File: config.mk
export PLATFORM = sky130hd
export DESIGN_NAME = line_job_sched
export DESIGN_NICKNAME = d
export VERILOG_FILES = /design/src/rtl/line_job_sched.sv
export SDC_FILE = /design/constraint.sdc
export NUM_CORES = 1
export LEC_CHECK = 0
export CAP_MARGIN = 20
export CORE_MARGIN = 10
export CORE_UTILIZATION = 50
export CTS_CLUSTER_DIAMETER = 30
export DETAILED_ROUTE_END_ITERATION = 6
export PLACE_DENSITY = 0.68
export REMOVE_ABC_BUFFERS = 1
export SLEW_MARGIN = 5
export SYNTH_ARGS = -nofsm -noshare
export SYNTH_HDL_FRONTEND = slang
export SYNTH_SLANG_ARGS = --single-unit
File: constraint.sdc
create_clock -name clk -period 5.79 [get_ports clk]
set_input_delay 1.158 -clock clk [delete_from_list [all_inputs] [get_ports clk]]
set_output_delay 1.158 -clock clk [all_outputs]
set_load 0.02 [all_outputs]
File: src/rtl/line_job_sched.sv
// line_job_sched: queues line-segment draw requests in a small FIFO and issues
// them one at a time to a shared Bresenham line engine over a start/done
// handshake, with flush, per-line watchdog abort and status counters.
module line_job_sched #(
  parameter int DEPTH       = 16,
  parameter int TIMEOUT_CYC = 1048576,
  parameter int CNT_W       = 16
) (
  input  logic                       clk,
  input  logic                       reset,
  input  logic                       req_valid,
  output logic                       req_ready,
  input  logic [10:0]                req_x0,
  input  logic [9:0]                 req_y0,
  input  logic [10:0]                req_x1,
  input  logic [9:0]                 req_y1,
  input  logic                       enable,
  input  logic                       flush,
  output logic                       eng_start,
  output logic [10:0]                eng_x0,
  output logic [9:0]                 eng_y0,
  output logic [10:0]                eng_x1,
  output logic [9:0]                 eng_y1,
  input  logic                       eng_done,
  output logic                       eng_abort,
  output logic                       busy,
  output logic [$clog2(DEPTH):0]     queue_count,
  output logic [CNT_W-1:0]           lines_done,
  output logic                       err_timeout,
  input  logic                       clear_err
);

  localparam int AW   = $clog2(DEPTH);
  localparam int CW   = AW + 1;
  localparam int TW   = (TIMEOUT_CYC > 1) ? $clog2(TIMEOUT_CYC) : 1;
  // Last wait-counter value before the watchdog fires (counter starts at 0).
  localparam int TLIM = (TIMEOUT_CYC > 0) ? TIMEOUT_CYC - 1 : 0;

  typedef enum logic {S_IDLE, S_WAIT} state_e;

  logic [41:0]       mem [DEPTH];
  logic [AW-1:0]     wptr_q, wptr_d, rptr_q, rptr_d;
  logic [CW-1:0]     count_q, count_d;
  state_e            state_q, state_d;
  logic [TW-1:0]     wcnt_q, wcnt_d;
  logic              eng_start_q, eng_start_d;
  logic              eng_abort_q, eng_abort_d;
  logic [41:0]       coord_q, coord_d;
  logic [CNT_W-1:0]  lines_q, lines_d;
  logic              err_q, err_d;

  logic full, empty, push, pop;
  logic [41:0] head;

  assign full  = (count_q == CW'(DEPTH));
  assign empty = (count_q == '0);
  // A launch pops the head; flush suppresses both the pop and the launch.
  assign pop   = (state_q == S_IDLE) && enable && !empty && !flush;
  // A same-cycle pop frees a slot, so a push is taken even while full.
  assign push  = req_valid && (!full || pop) && !flush;
  assign head  = mem[rptr_q];

  // Storage write; entries are packed {x0, y0, x1, y1}.
  // NOTE: the payload array has no reset -- validity is tracked by the pointers
  // and count alone, so clearing it would only add reset fan-out.
  always_ff @(posedge clk) begin
    if (push) mem[wptr_q] <= {req_x0, req_y0, req_x1, req_y1};
  end

  // FIFO pointer and occupancy next-state; flush wins over push and pop.
  // NOTE: every signal gets a default at the top so no path leaves it
  // unassigned, which would otherwise infer a latch.
  always_comb begin
    wptr_d  = wptr_q;
    rptr_d  = rptr_q;
    count_d = count_q;
    if (flush) begin
      rptr_d  = wptr_q;
      count_d = '0;
    end else begin
      if (push) wptr_d = wptr_q + 1'b1;
      if (pop)  rptr_d = rptr_q + 1'b1;
      count_d = count_q + CW'(push) - CW'(pop);
    end
  end

  // Launch/wait state machine with watchdog; eng_done beats a same-edge timeout.
  always_comb begin
    state_d     = state_q;
    wcnt_d      = wcnt_q;
    eng_start_d = 1'b0;
    eng_abort_d = 1'b0;
    coord_d     = coord_q;
    lines_d     = lines_q;
    err_d       = clear_err ? 1'b0 : err_q;
    case (state_q)
      S_IDLE: begin
        if (pop) begin
          coord_d     = head;
          eng_start_d = 1'b1;
          wcnt_d      = '0;
          state_d     = S_WAIT;
        end
      end
      S_WAIT: begin
        if (eng_done) begin
          lines_d = lines_q + 1'b1;
          state_d = S_IDLE;
        end else if (TIMEOUT_CYC != 0 && wcnt_q == TW'(TLIM)) begin
          eng_abort_d = 1'b1;
          err_d       = 1'b1;
          state_d     = S_IDLE;
        end else begin
          wcnt_d = wcnt_q + 1'b1;
        end
      end
      default: state_d = S_IDLE;
    endcase
  end

  // All control state and registered outputs; reset drops any in-flight job.
  // NOTE: sequential state uses non-blocking assignments so every flop samples
  // the pre-edge values regardless of statement order.
  always_ff @(posedge clk) begin
    if (reset) begin
      wptr_q      <= '0;
      rptr_q      <= '0;
      count_q     <= '0;
      state_q     <= S_IDLE;
      wcnt_q      <= '0;
      eng_start_q <= 1'b0;
      eng_abort_q <= 1'b0;
      coord_q     <= '0;
      lines_q     <= '0;
      err_q       <= 1'b0;
    end else begin
      wptr_q      <= wptr_d;
      rptr_q      <= rptr_d;
      count_q     <= count_d;
      state_q     <= state_d;
      wcnt_q      <= wcnt_d;
      eng_start_q <= eng_start_d;
      eng_abort_q <= eng_abort_d;
      coord_q     <= coord_d;
      lines_q     <= lines_d;
      err_q       <= err_d;
    end
  end

  assign req_ready   = !full;
  assign busy        = (state_q == S_WAIT) || !empty;
  assign queue_count = count_q;
  assign eng_start   = eng_start_q;
  assign eng_abort   = eng_abort_q;
  assign {eng_x0, eng_y0, eng_x1, eng_y1} = coord_q;
  assign lines_done  = lines_q;
  assign err_timeout = err_q;

endmodule

======== Yosys cells after proc, flatten, opt, wreduce, memory -nomap -nowiden ========
Memory sizes are Yosys's and may differ from the RTL's. A register that Yosys moved wholly into a read port is not among the register bits.
Index checks and enable logic that the tools add are counted.
storage, ports and cells
  output and inout bits ................... 68
  bits in writable memories ............... 672
  bits in registers ....................... 53
  word-level logic and storage cells ...... 59
  memories kept ........................... 1
  bits of input ports ..................... 49
cells by class
  reductions and logical operators ........ 19
  muxes and demuxes ....................... 17
  eq/ne operators ......................... 5
  bitwise gates (word level) .............. 2
  add/sub/neg operators ................... 6
memory list
  name  words  bits a word  rd ports  clocked after Yosys merged registers in  wr ports  RTL line  RTL
  mem   16     42           1         1                                        1         41        logic [41:0] mem [DEPTH];
operators by type and width
  kind                                                              count
  20-bit 2-to-1 mux                                                 3
  20-bit case mux with 2 select lines                               1
  20-bit by 1-bit adder with 20-bit output (second input constant)  1
  20-bit equality test (second input constant)                      1
  16-bit by 1-bit adder with 16-bit output (second input constant)  1
  1-bit 2-to-1 mux                                                  10
  4-bit by 1-bit adder with 4-bit output (second input constant)    2
  4-bit 2-to-1 mux                                                  2
  2-bit inequality test (second input constant)                     3
  2-bit AND reduction                                               3
  5-bit by 1-bit adder with 5-bit output                            1
  5-bit equality test (second input constant)                       1
  1-bit logical AND                                                 5
  5-bit logical NOT                                                 1
  5-bit by 1-bit subtractor with 5-bit output                       1
  2-bit OR reduction                                                2
  1-bit logical NOT                                                 3
  3-bit AND reduction                                               1
  3-bit OR reduction                                                1
  1-bit logical OR                                                  2
  1-bit inverter                                                    2
  1-bit case mux with 2 select lines                                1
  2-bit nonzero test                                                1

======== Longest topological paths before layout ========
Gate-level depths: netlist of the first run.
  depth after elaboration ................. 9
  gate-level depth with buffers ........... 17
  depth with buffers taken out ............ 15

======== Worst setup path after synthesis of the first run ========
No wires, ideal clock.
  kind .................................... input-to-reg
  start ................................... input enable
  end ..................................... memory mem[3][0], enable pin
  arrival ................................. 4812 ps
  required time ........................... 5297 ps
  path buffers ............................ 0
  cell stages on the path ................. 4
  library setup time ...................... 493 ps
  slack ................................... 485 ps
  cell sequence ........................... nand2b_1 > a311oi_4 > nand2_1 > nor3_1
between the ends
  cells in the longest elaborated chain, start to end .. 8
RTL lines
  element                                 RTL line  RTL
  start: declaration                      17        input logic enable,
  1-bit logical AND (3 in a row)          58        assign pop = (state_q == S_IDLE) && enable && !empty && !flush;
  1-bit logical OR                        60        assign push = req_valid && (!full || pop) && !flush;
  1-bit logical AND (2 in a row)          60
  1-bit 2-to-1 mux                        67        if (push) mem[wptr_q] <= {req_x0, req_y0, req_x1, req_y1};
  1-bit 2-to-1 mux (not written as such)  67
  end: declaration                        41
No other way between the ends.

======== Worst setup path in the final report of the first run ========
  start ................................... input enable
  end ..................................... memory mem[11][4], enable pin
The elaborated chain is that of the path after synthesis.

==> results.md, run 1 <==
- PortBufs: 116
- Worst-Margin Slew: 856 ps
- # Post-CTS Setup Buffers: 0
- WS Path Type: input port to flip-flop
- Cell family with most CP delay: buffers and inverters
- Combinational Power Share: 5.0%
- Worst IR Drop VDD: 0.305 mV
- Clock Sinks: 767
- DIE WIDTH: 262 um
- Crit start category: input port
- Yosys top cell by area: edfxtp_1
- Levels on crit path: 6
- Largest net degree at the start of global routing: 77
- HP Class: flip-flop to flip-flop
- IO Pins: 117
- Placed cells: 2338
- Fin Clk Skew: 26.8 ps
- Final worst path period share: 61.1%
- Post-synth top area share: 69.0%
- Power per cell area: 421 mW/mm2
- Leakage: 11.7 nW
- ANT cells: 0
- Fmax achieved: 283 MHz
- RSZ-0062 raised after global routing: false
- Slowest stage delay, CP: 650 ps
- Synth top cells by count: edfxtp_1 (672), mux4_2 (168), a21oi_1 (95), dfxtp_1 (95), nor2_1 (93)
- CP Buf/Inv Count: 2
- Mean Syn Cell Area: 19.4 um2
- Layout cells sized above 1: 25.3%
- Power share of the sequential group: 40.1%
- EDFF count, synth: 672
- Htree depth: 4
- Clk root buf: clkbuf_16
- Min Hold Slack: 475 ps
- DRT iter0 DRCs: 1467
- Vias per cell: 5.95
- Clock transition at path regs: 50 ps
- Detail Placement HPWL: 36200 um
- CTS resizes: 0
- Cell Count, Final, Fillers Out: 2590
- First-pass GRT wire length: 101000 um
- Reg-to-Reg End: mem[11][4]
- Final antenna-violating net count: 0
- Post-layout min period: 3540 ps
- Initial antenna violation count: 0
- Slew margin rel.: 42.9%
- Critical-path cell list: clkdlybuf4s50_1 -> nand2b_1 -> a311oi_4 -> nand2_1 -> nor2_4 -> buf_4
- 1st-pass router iterations: 5
- Total wire length: 65600 um
- Cells after Synth: 1509
- Final Power: 15.3 mW
- Sw frac: 20.5%
- Unique masters post-synth: 46
- Slowest cell on crit path: a311oi_4
- FF+latch count, synth: 767
- Reg2reg setup slack: 2540 ps
- Syn-to-layout area delta: 24.2%
- Overflow after GRT: 0
- Top-count cell post-synth: edfxtp_1
- Seq/Total Area, Yosys: 75.5%
- Final #Nets: 1776
- CTS tree: built
- Reg2Reg Depth: 7
- Final hold violations: 0
- CTS max path bufs: 3
- MaxCap Viol Count: 0
- Num CTS Buffers: 137
- # fillers: 3920
- CTS Hold Bufs: 0
- Synthesized area: 0.0292 mm2
- Slew Viols, Final: 0
- P_sw: 3.13 mW
- Synthesis Warnings: 0
- Die area: 0.0685 mm2
- Ys flop type: edfxtp_1
- CORE AREA: 0.0578 mm2
- DRC: 0
- Critical Path Sink: mem[11][4]
- Status: finished clean
- Worst Path Required: 6110 ps
- Placer Congestion: 0.760
- Main area contributors after synthesis: edfxtp_1 (69%), mux4_2 (13%), dfxtp_1 (6.5%), a22oi_1 (2.1%), a21oi_1 (1.6%)
- Routed len/inst: 25.3 um
- Internal power: 12.2 mW
- Starting Density: 50.6%
- RR Startpoint: queue_count[3]
- Crit path from: enable
- DR vias: 15400
- Clk pwr share: 54.9%
- GRT Total Usage: 19.5%
- Clk_lat worst skew: 700 ps
- Die Height: 262 um
- Crit Path Max Fanout: 30
- Setup Viol. Count Final: 0
- Worst Path Arrival: 3860 ps
- Asr flop ratio synth: 0%
- Vias in the first global route: 16200
- Row count: 88
- Critical Path End Type: flip-flop
tightest hold or removal path, cell delays in order, from the launching register on:
cell	delay, ps
dfxtp_1	300
nand2b_1	60
a21oi_1	60
placed cells by master, fill, tap and decap left out, types with 8 or more instances in the layout:
cell	synthesis	final
clkbuf_16	0	148
buf_4	4	33
nand4_1	12	12
nor2_1	93	80
nand3_1	27	27
nand2_1	27	27
bufinv_16	0	23
a22oi_1	83	83
clkbuf_1	44	13
clkinv_2	0	22
ha_1	13	13
nor3_1	12	8
mux4_2	168	168
edfxtp_1	672	672
a31oi_1	12	12
inv_1	16	16
clkdlybuf4s50_1	0	115
clkinv_1	0	14
xnor2_1	8	8
nand2b_1	9	9
clkbuf_8	0	8
xor2_1	17	17
nor2_4	0	13
a21oi_1	95	95
dfxtp_1	95	93
worst min-delay path by stage:
stage | start | end | slack [ps] | depth (start not counted)
2_1_floorplan | wcnt_q[1] | wcnt_q[1] | 450 | 2
3_3_place_gp | err_timeout | err_timeout | 460 | 2
3_5_place_dp | err_timeout | err_timeout | 470 | 2
4_1_cts | err_timeout | err_timeout | 480 | 2
5_1_grt | err_timeout | err_timeout | 480 | 2
6_report | err_timeout | err_timeout | 480 | 2
routing by layer:
metal  GRT usage [%]  vias up  share of wire [%]
li1                -     6625                  -
met1            25.3     8081                 41
met2            32.2      587                 50
met3            3.93      116                6.8
met4            7.79        0                2.5
met5               0        -                  0
stage by stage:
stage / TNS [ps] / setup slack (ps) / utilization [%] / instance area [um2]
after global routing: 0 / 2080 / 62.8 / 36300
after global placement: 0 / 1580 / 54.2 / 31400
final: 0 / 2250 / 62.8 / 36300
after CTS: 0 / 2260 / 62.8 / 36300
after floorplan: -111840 / -2490 / - / 28800
after detailed placement: 0 / 1530 / 54.2 / 31400
cells by family after synthesis:
family / Yosys count / share of synthesized area [%]
fa+ha+maj: 14 / 0.625
compound gates: 217 / 4.81
mux: 170 / 13.0
buf+inv: 104 / 1.77
flops: 767 / 75.5
simple gates: 212 / 3.48
xor+xnor: 25 / 0.749
power groups by stage:
stage	Sequential [mW]	Clock [mW]	Combinational, mW
2_1_floorplan	6.30	0	0.460
3_3_place_gp	6.24	0	0.748
3_5_place_dp	6.24	0	0.757
4_1_cts	6.14	8.53	0.763
5_1_grt	6.13	8.79	0.828
6_report	6.13	8.41	0.765
cell type report:
class | count | area [um2] | share of cell area, %
timing repair buffer | 153 | 1510 | 4.15
sequential | 767 | 22100 | 60.8
multi-input combinational | 638 | 6770 | 18.6
inverter | 16 | 60.1 | 0.165
clock inverter | 82 | 1070 | 2.94
clock buffer | 169 | 3860 | 10.6
tap | 765 | 957 | 2.64
sequential cells by signal, summed over array words and instances (netlist names):
name         cells
queue_count      5
wptr_q           4
eng_start        1
lines_done      16
state_q          1
rptr_q           4
eng_abort        1
coord_q         42
err_timeout      1
mem            672
wcnt_q          20
Power figures use the tool's default switching activity.
==> run 2, diff against run 1 <==
--- a/config.mk
+++ b/config.mk
@@ -10,7 +10,7 @@
 export CORE_UTILIZATION = 50
 export CTS_CLUSTER_DIAMETER = 30
 export DETAILED_ROUTE_END_ITERATION = 6
-export PLACE_DENSITY = 0.68
+export PLACE_DENSITY = 0.7
 export REMOVE_ABC_BUFFERS = 1
 export SLEW_MARGIN = 5
 export SYNTH_ARGS = -nofsm -noshare
==> constraint.sdc (replaced) <==
create_clock -name clk -period 3.15 [get_ports clk]
set_input_delay 0.63 -clock clk [delete_from_list [all_inputs] [get_ports clk]]
set_output_delay 0.63 -clock clk [all_outputs]
set_load 0.02 [all_outputs]
==> results.md, run 2 (synthesis results as in run 1) <==
- Worst Path Arrival: 2360 ps
- Syn-to-layout area delta: 25.5%
- Worst-Margin Slew: 952 ps
- Biggest register: mem
- CTS resizes: 0
- PortBufs: 116
- HP Class: input port to flip-flop
- Clock transition at path regs: 50 ps
- Fmax achieved: 334 MHz
- CORE AREA: 0.0578 mm2
- Post-layout min period: 2990 ps
- Most common cell after layout, fill and taps aside: edfxtp_1
- Clk root buf: clkbuf_16
- Layout cells sized above 1: 26.9%
- Min Hold Slack: 467 ps
- Vias per cell: 6.00
- # Post-CTS Setup Buffers: 0
- Routed len/inst: 25.5 um
- Die area: 0.0685 mm2
- Initial antenna violation count: 3
- CTS Hold Bufs: 0
- DIE WIDTH: 262 um
- Clk_lat worst skew: 710 ps
- Hold path depth: 2
- IO Pins: 117
- Final antenna-violating net count: 0
- CTS max path bufs: 3
- Num CTS Buffers: 134
- ANT cells: 0
- RSZ-0062 raised after global routing: false
- GRT Total Usage: 20.1%
- Max reg flops: 672
- Fin Clk Skew: 35.2 ps
- Reg2Reg Depth: 15
- DRT iter0 DRCs: 1529
- 1st-pass router iterations: 6
- Detail Placement HPWL: 36900 um
- CTS tree: built
- Vias in the first global route: 16500
- DRC: 0
- Total wire length: 66900 um
- Crit Path Max Fanout: 3
- Worst Path Required: 2520 ps
- Die Height: 262 um
- Crit start category: flip-flop
- Hold Path Sink: eng_start
- Largest net degree at the start of global routing: 65
- Top Registers: mem (672), coord_q (42), wcnt_q (20)
- Final #Nets: 1807
- Htree depth: 4
- MaxCap Viol Count: 0
- Row count: 88
- Overflow after GRT: 0
- Most frequent cells in the layout: edfxtp_1 (672), mux4_2 (168), clkbuf_16 (140)
- Slew Viols, Final: 0
- DR vias: 15700
- Critical Path End Type: output pin
- Placer Congestion: 0.770
- Setup Viol. Count Final: 0
- # fillers: 3812
- Starting Density: 50.6%
- First-pass GRT wire length: 102000 um
- Reg-to-Reg End: queue_count[4]
- Power per cell area: 748 mW/mm2
- Final worst path period share: 95.0%
- Worst IR Drop VDD: 0.435 mV
- Clock Sinks: 767
- Final hold violations: 0
- Hold wc startpoint: reset
- Leakage: 11.8 nW
- Status: finished clean
- WS Path Type: flip-flop to output pin
- RR Startpoint: queue_count[2]
- Setup TNS: 0 ps
- Slew margin rel.: 36.6%
- Reg2reg setup slack: 340 ps
[run 2: layer usage]
layer / up-vias / track usage (%) / routed length (um) / part of all wire, %
met1: 8171 / 26.5 / 26600 / 40
met3: 116 / 5.53 / 6030 / 9.0
met5: - / 0 / 18 / 0.027
li1: 6698 / - / - / -
met2: 739 / 32.0 / 32800 / 49
met4: 4 / 7.02 / 1530 / 2.3
[run 2: worst max-delay path, stage by stage, from the launching register on]
cell	delay, ps
dfxtp_1	370
inv_1	80
ha_1	220
nor4b_2	170
buf_4	170
nand2b_1	70
clkdlybuf4s50_1	600
[run 2: report_power, final]
group | internal [mW] | leakage, nW | switching [mW]
clock network | 9.73 | 2.27 | 4.98
logic | 0.671 | 2.72 | 0.807
registers | 11.2 | 6.82 | 0.0670
total | 21.6 | 11.8 | 5.85
[run 2: worst max path at each step]
stage / cells after the start / startpoint / to / slack, ps
after detailed placement: 14 / enable / queue_count[4] / -70
after global routing: 5 / queue_count[2] / req_ready / 40
final: 6 / queue_count[2] / busy / 160
after CTS: 6 / queue_count[2] / busy / 120
after floorplan: 5 / rptr_q[0] / coord_q[25] / -5130
after global placement: 14 / enable / queue_count[4] / -20
[run 2: cell type report]
| type | instances | area (um2) | area share, % |
|---|---|---|---|
| Clock buffer | 155 | 3560 | 9.71 |
| Clock inverter | 94 | 1120 | 3.05 |
| Inverter | 16 | 60.1 | 0.164 |
| Multi-Input combinational cell | 638 | 6770 | 18.5 |
| Sequential cell | 767 | 22100 | 60.2 |
| Tap cell | 765 | 957 | 2.61 |
| Timing Repair Buffer | 187 | 2120 | 5.77 |
[run 2: per-stage QoR]
stage	utilization [%]	power, mW	setup slack (ps)	std cells	area, um2
after CTS	63.4	27.7	116	2622	36700
final	63.4	27.4	157	2622	36700
after floorplan	-	12.4	-5130	1421	28800
after detailed placement	55.3	12.9	-69.3	2373	32000
after global routing	63.4	28.3	36.1	2622	36700
after global placement	55.3	12.9	-15.8	2373	32000
==> run 3, diff against run 2 <==
--- a/config.mk
+++ b/config.mk
@@ -8,6 +8,7 @@
 export CAP_MARGIN = 20
 export CORE_MARGIN = 10
 export CORE_UTILIZATION = 50
+export CTS_BUF_LIST = sky130_fd_sc_hd__clkbuf_8
 export CTS_CLUSTER_DIAMETER = 30
 export DETAILED_ROUTE_END_ITERATION = 6
 export PLACE_DENSITY = 0.7
==> results.md, run 3 (synthesis results as in run 1) <==
- Final core utilization: 60.6%
- DRT iter0 DRCs: 1534
- Worst IR Drop VDD: 0.424 mV
- Hold Path Sink: eng_start
- Setup Viol. Count Final: 0
- Crit Path Max Fanout: 3
- Fin Clk Skew: 38.0 ps
- Hold path depth: 2
- Placed cells: 2373
- 1st-pass router iterations: 5
- Clock Sinks: 767
- Placer Congestion: 0.770
- Cell family with most CP delay: buffers and inverters
- Layout cells sized above 1: 25.9%
- Area after DPL: 0.0320 mm2
- Routed len/inst: 24.4 um
- Slowest cell on crit path: clkdlybuf4s50_1
- CTS max path bufs: 3
- Slew Viols, Final: 0
- Top Registers: mem (672), coord_q (42), wcnt_q (20)
- Crit start category: flip-flop
- Worst-Margin Slew: 952 ps
- Row count: 88
- DIE WIDTH: 262 um
- Final WS setup: 228 ps
- Critical-path cell list: inv_1 -> ha_1 -> nor3b_2 -> nand2_1 -> clkdlybuf4s50_1
- Syn-to-layout area delta: 19.8%
- Min Hold Slack: 407 ps
- Fmax achieved: 342 MHz
- Clk_lat worst skew: 780 ps
- Power per cell area: 645 mW/mm2
- Final hold violations: 0
- Status: finished clean
- CP Buf/Inv Count: 2
- Reg-to-Reg End: queue_count[4]
- Reg2reg setup slack: 360 ps
- Largest net degree at the start of global routing: 65
- Max reg flops: 672
- Starting Density: 50.6%
- Die area: 0.0685 mm2
- Worst Path Arrival: 2290 ps
- Worst Path Required: 2520 ps
- MaxCap Viol Count: 0
- RR Startpoint: queue_count[2]
- GRT Total Usage: 19.2%
- Post-layout min period: 2920 ps
- DRC: 0
- CTS Hold Bufs: 0
- CTS tree: built
- ANT cells: 0
- PortBufs: 116
- # Post-CTS Setup Buffers: 0
- IO Pins: 117
- Htree depth: 4
- Slew margin rel.: 36.5%
- Final antenna-violating net count: 0
- Overflow after GRT: 0
- HP Class: input port to flip-flop
- Num CTS Buffers: 142
- Hold wc startpoint: reset
- Biggest register: mem
- Total wire length: 64200 um
- RSZ-0062 raised after global routing: false
- Final worst path period share: 92.8%
- Reg2Reg Depth: 15
- Most frequent cells in the layout: edfxtp_1 (672), mux4_2 (168), clkbuf_8 (152)
- Detail Placement HPWL: 36900 um
- Cell Count, Final, Fillers Out: 2632
- Post-route cell area: 0.0350 mm2
- CTS resizes: 0
- Die Height: 262 um
- Vias per cell: 5.88
- First-pass GRT wire length: 98600 um
- WS Path Type: flip-flop to output pin
- Vias in the first global route: 16000
- CORE AREA: 0.0578 mm2
- Initial antenna violation count: 0
- Clock transition at path regs: 60 ps
- Clk root buf: clkbuf_8
- Critical Path End Type: output pin
- Slowest stage delay, CP: 600 ps
- Place WS: -69.3 ps
- DR vias: 15500
- Most common cell after layout, fill and taps aside: edfxtp_1
- Final #Nets: 1815
- Leakage: 11.2 nW
- # fillers: 4019
[run 3: cell types whose count changed in the layout (fill, tap and decap cells not counted), moves of 5 or more]
cell / previous run / this run
clkinv_4: 11 / 6
clkbuf_8: 0 / 152
inv_1: 16 / 53
clkinv_1: 7 / 12
inv_6: 16 / 6
clkbuf_1: 15 / 0
clkbuf_16: 140 / 0
clkinv_2: 24 / 19
[run 3: where the power goes]
| part | leakage [nW] | total [mW] | switching (mW) | internal [mW] |
|---|---|---|---|---|
| combinational | 2.74 | 1.47 | 0.797 | 0.670 |
| clock | 1.66 | 9.91 | 4.15 | 5.76 |
| sequential | 6.82 | 11.2 | 0.0652 | 11.2 |
| total | 11.2 | 22.6 | 5.01 | 17.6 |
[run 3: final cells by class]
cell class	count	area, um2	share of cell area, %
clock buffers	152	2090	5.97
clock inverters	107	932	2.66
inverters	16	60.1	0.171
multi-input cells	638	6770	19.3
flip-flops and latches	767	22100	63.1
well taps	765	957	2.73
repair buffers	187	2120	6.05
[run 3: per-stage QoR]
stage                     total power, mW  setup TNS (ps)
final                                22.6               0
after global routing                 23.4               0
after CTS                            22.8               0
after detailed placement             12.9            -119
after global placement               12.9           -15.8
after floorplan                      12.4         -821830
[run 3: worst max path at each step]
stage                     depth (start not counted)  slack [ps]      startpoint        endpoint
after global routing                              5          80  queue_count[2]       req_ready
after floorplan                                   5       -5130       rptr_q[0]     coord_q[25]
after global placement                           14         -20          enable  queue_count[4]
after CTS                                         6           6  queue_count[2]            busy
final                                             5         230  queue_count[2]       req_ready
after detailed placement                         14         -70          enable  queue_count[4]
[run 3: per-layer routing]
layer	wire length [um]	vias up	track usage (%)	part of all wire, %
li1	-	6709	-	-
met1	26500	8052	25.9	41
met2	31400	626	30.3	49
met3	5280	80	5.03	8.2
met4	1020	0	6.05	1.6
met5	0	-	0	0
[run 3: worst register-to-register path, stage by stage (launching register included)]
cell	delay, ps
dfxtp_1	360
inv_1	80
ha_1	220
nor3b_2	180
a311oi_4	300
inv_1	80
ha_1	270
inv_1	60
ha_1	160
inv_1	60
fa_1	420
inv_1	70
a21oi_1	60
o21bai_1	170
xnor2_1	140
nor3_1	60
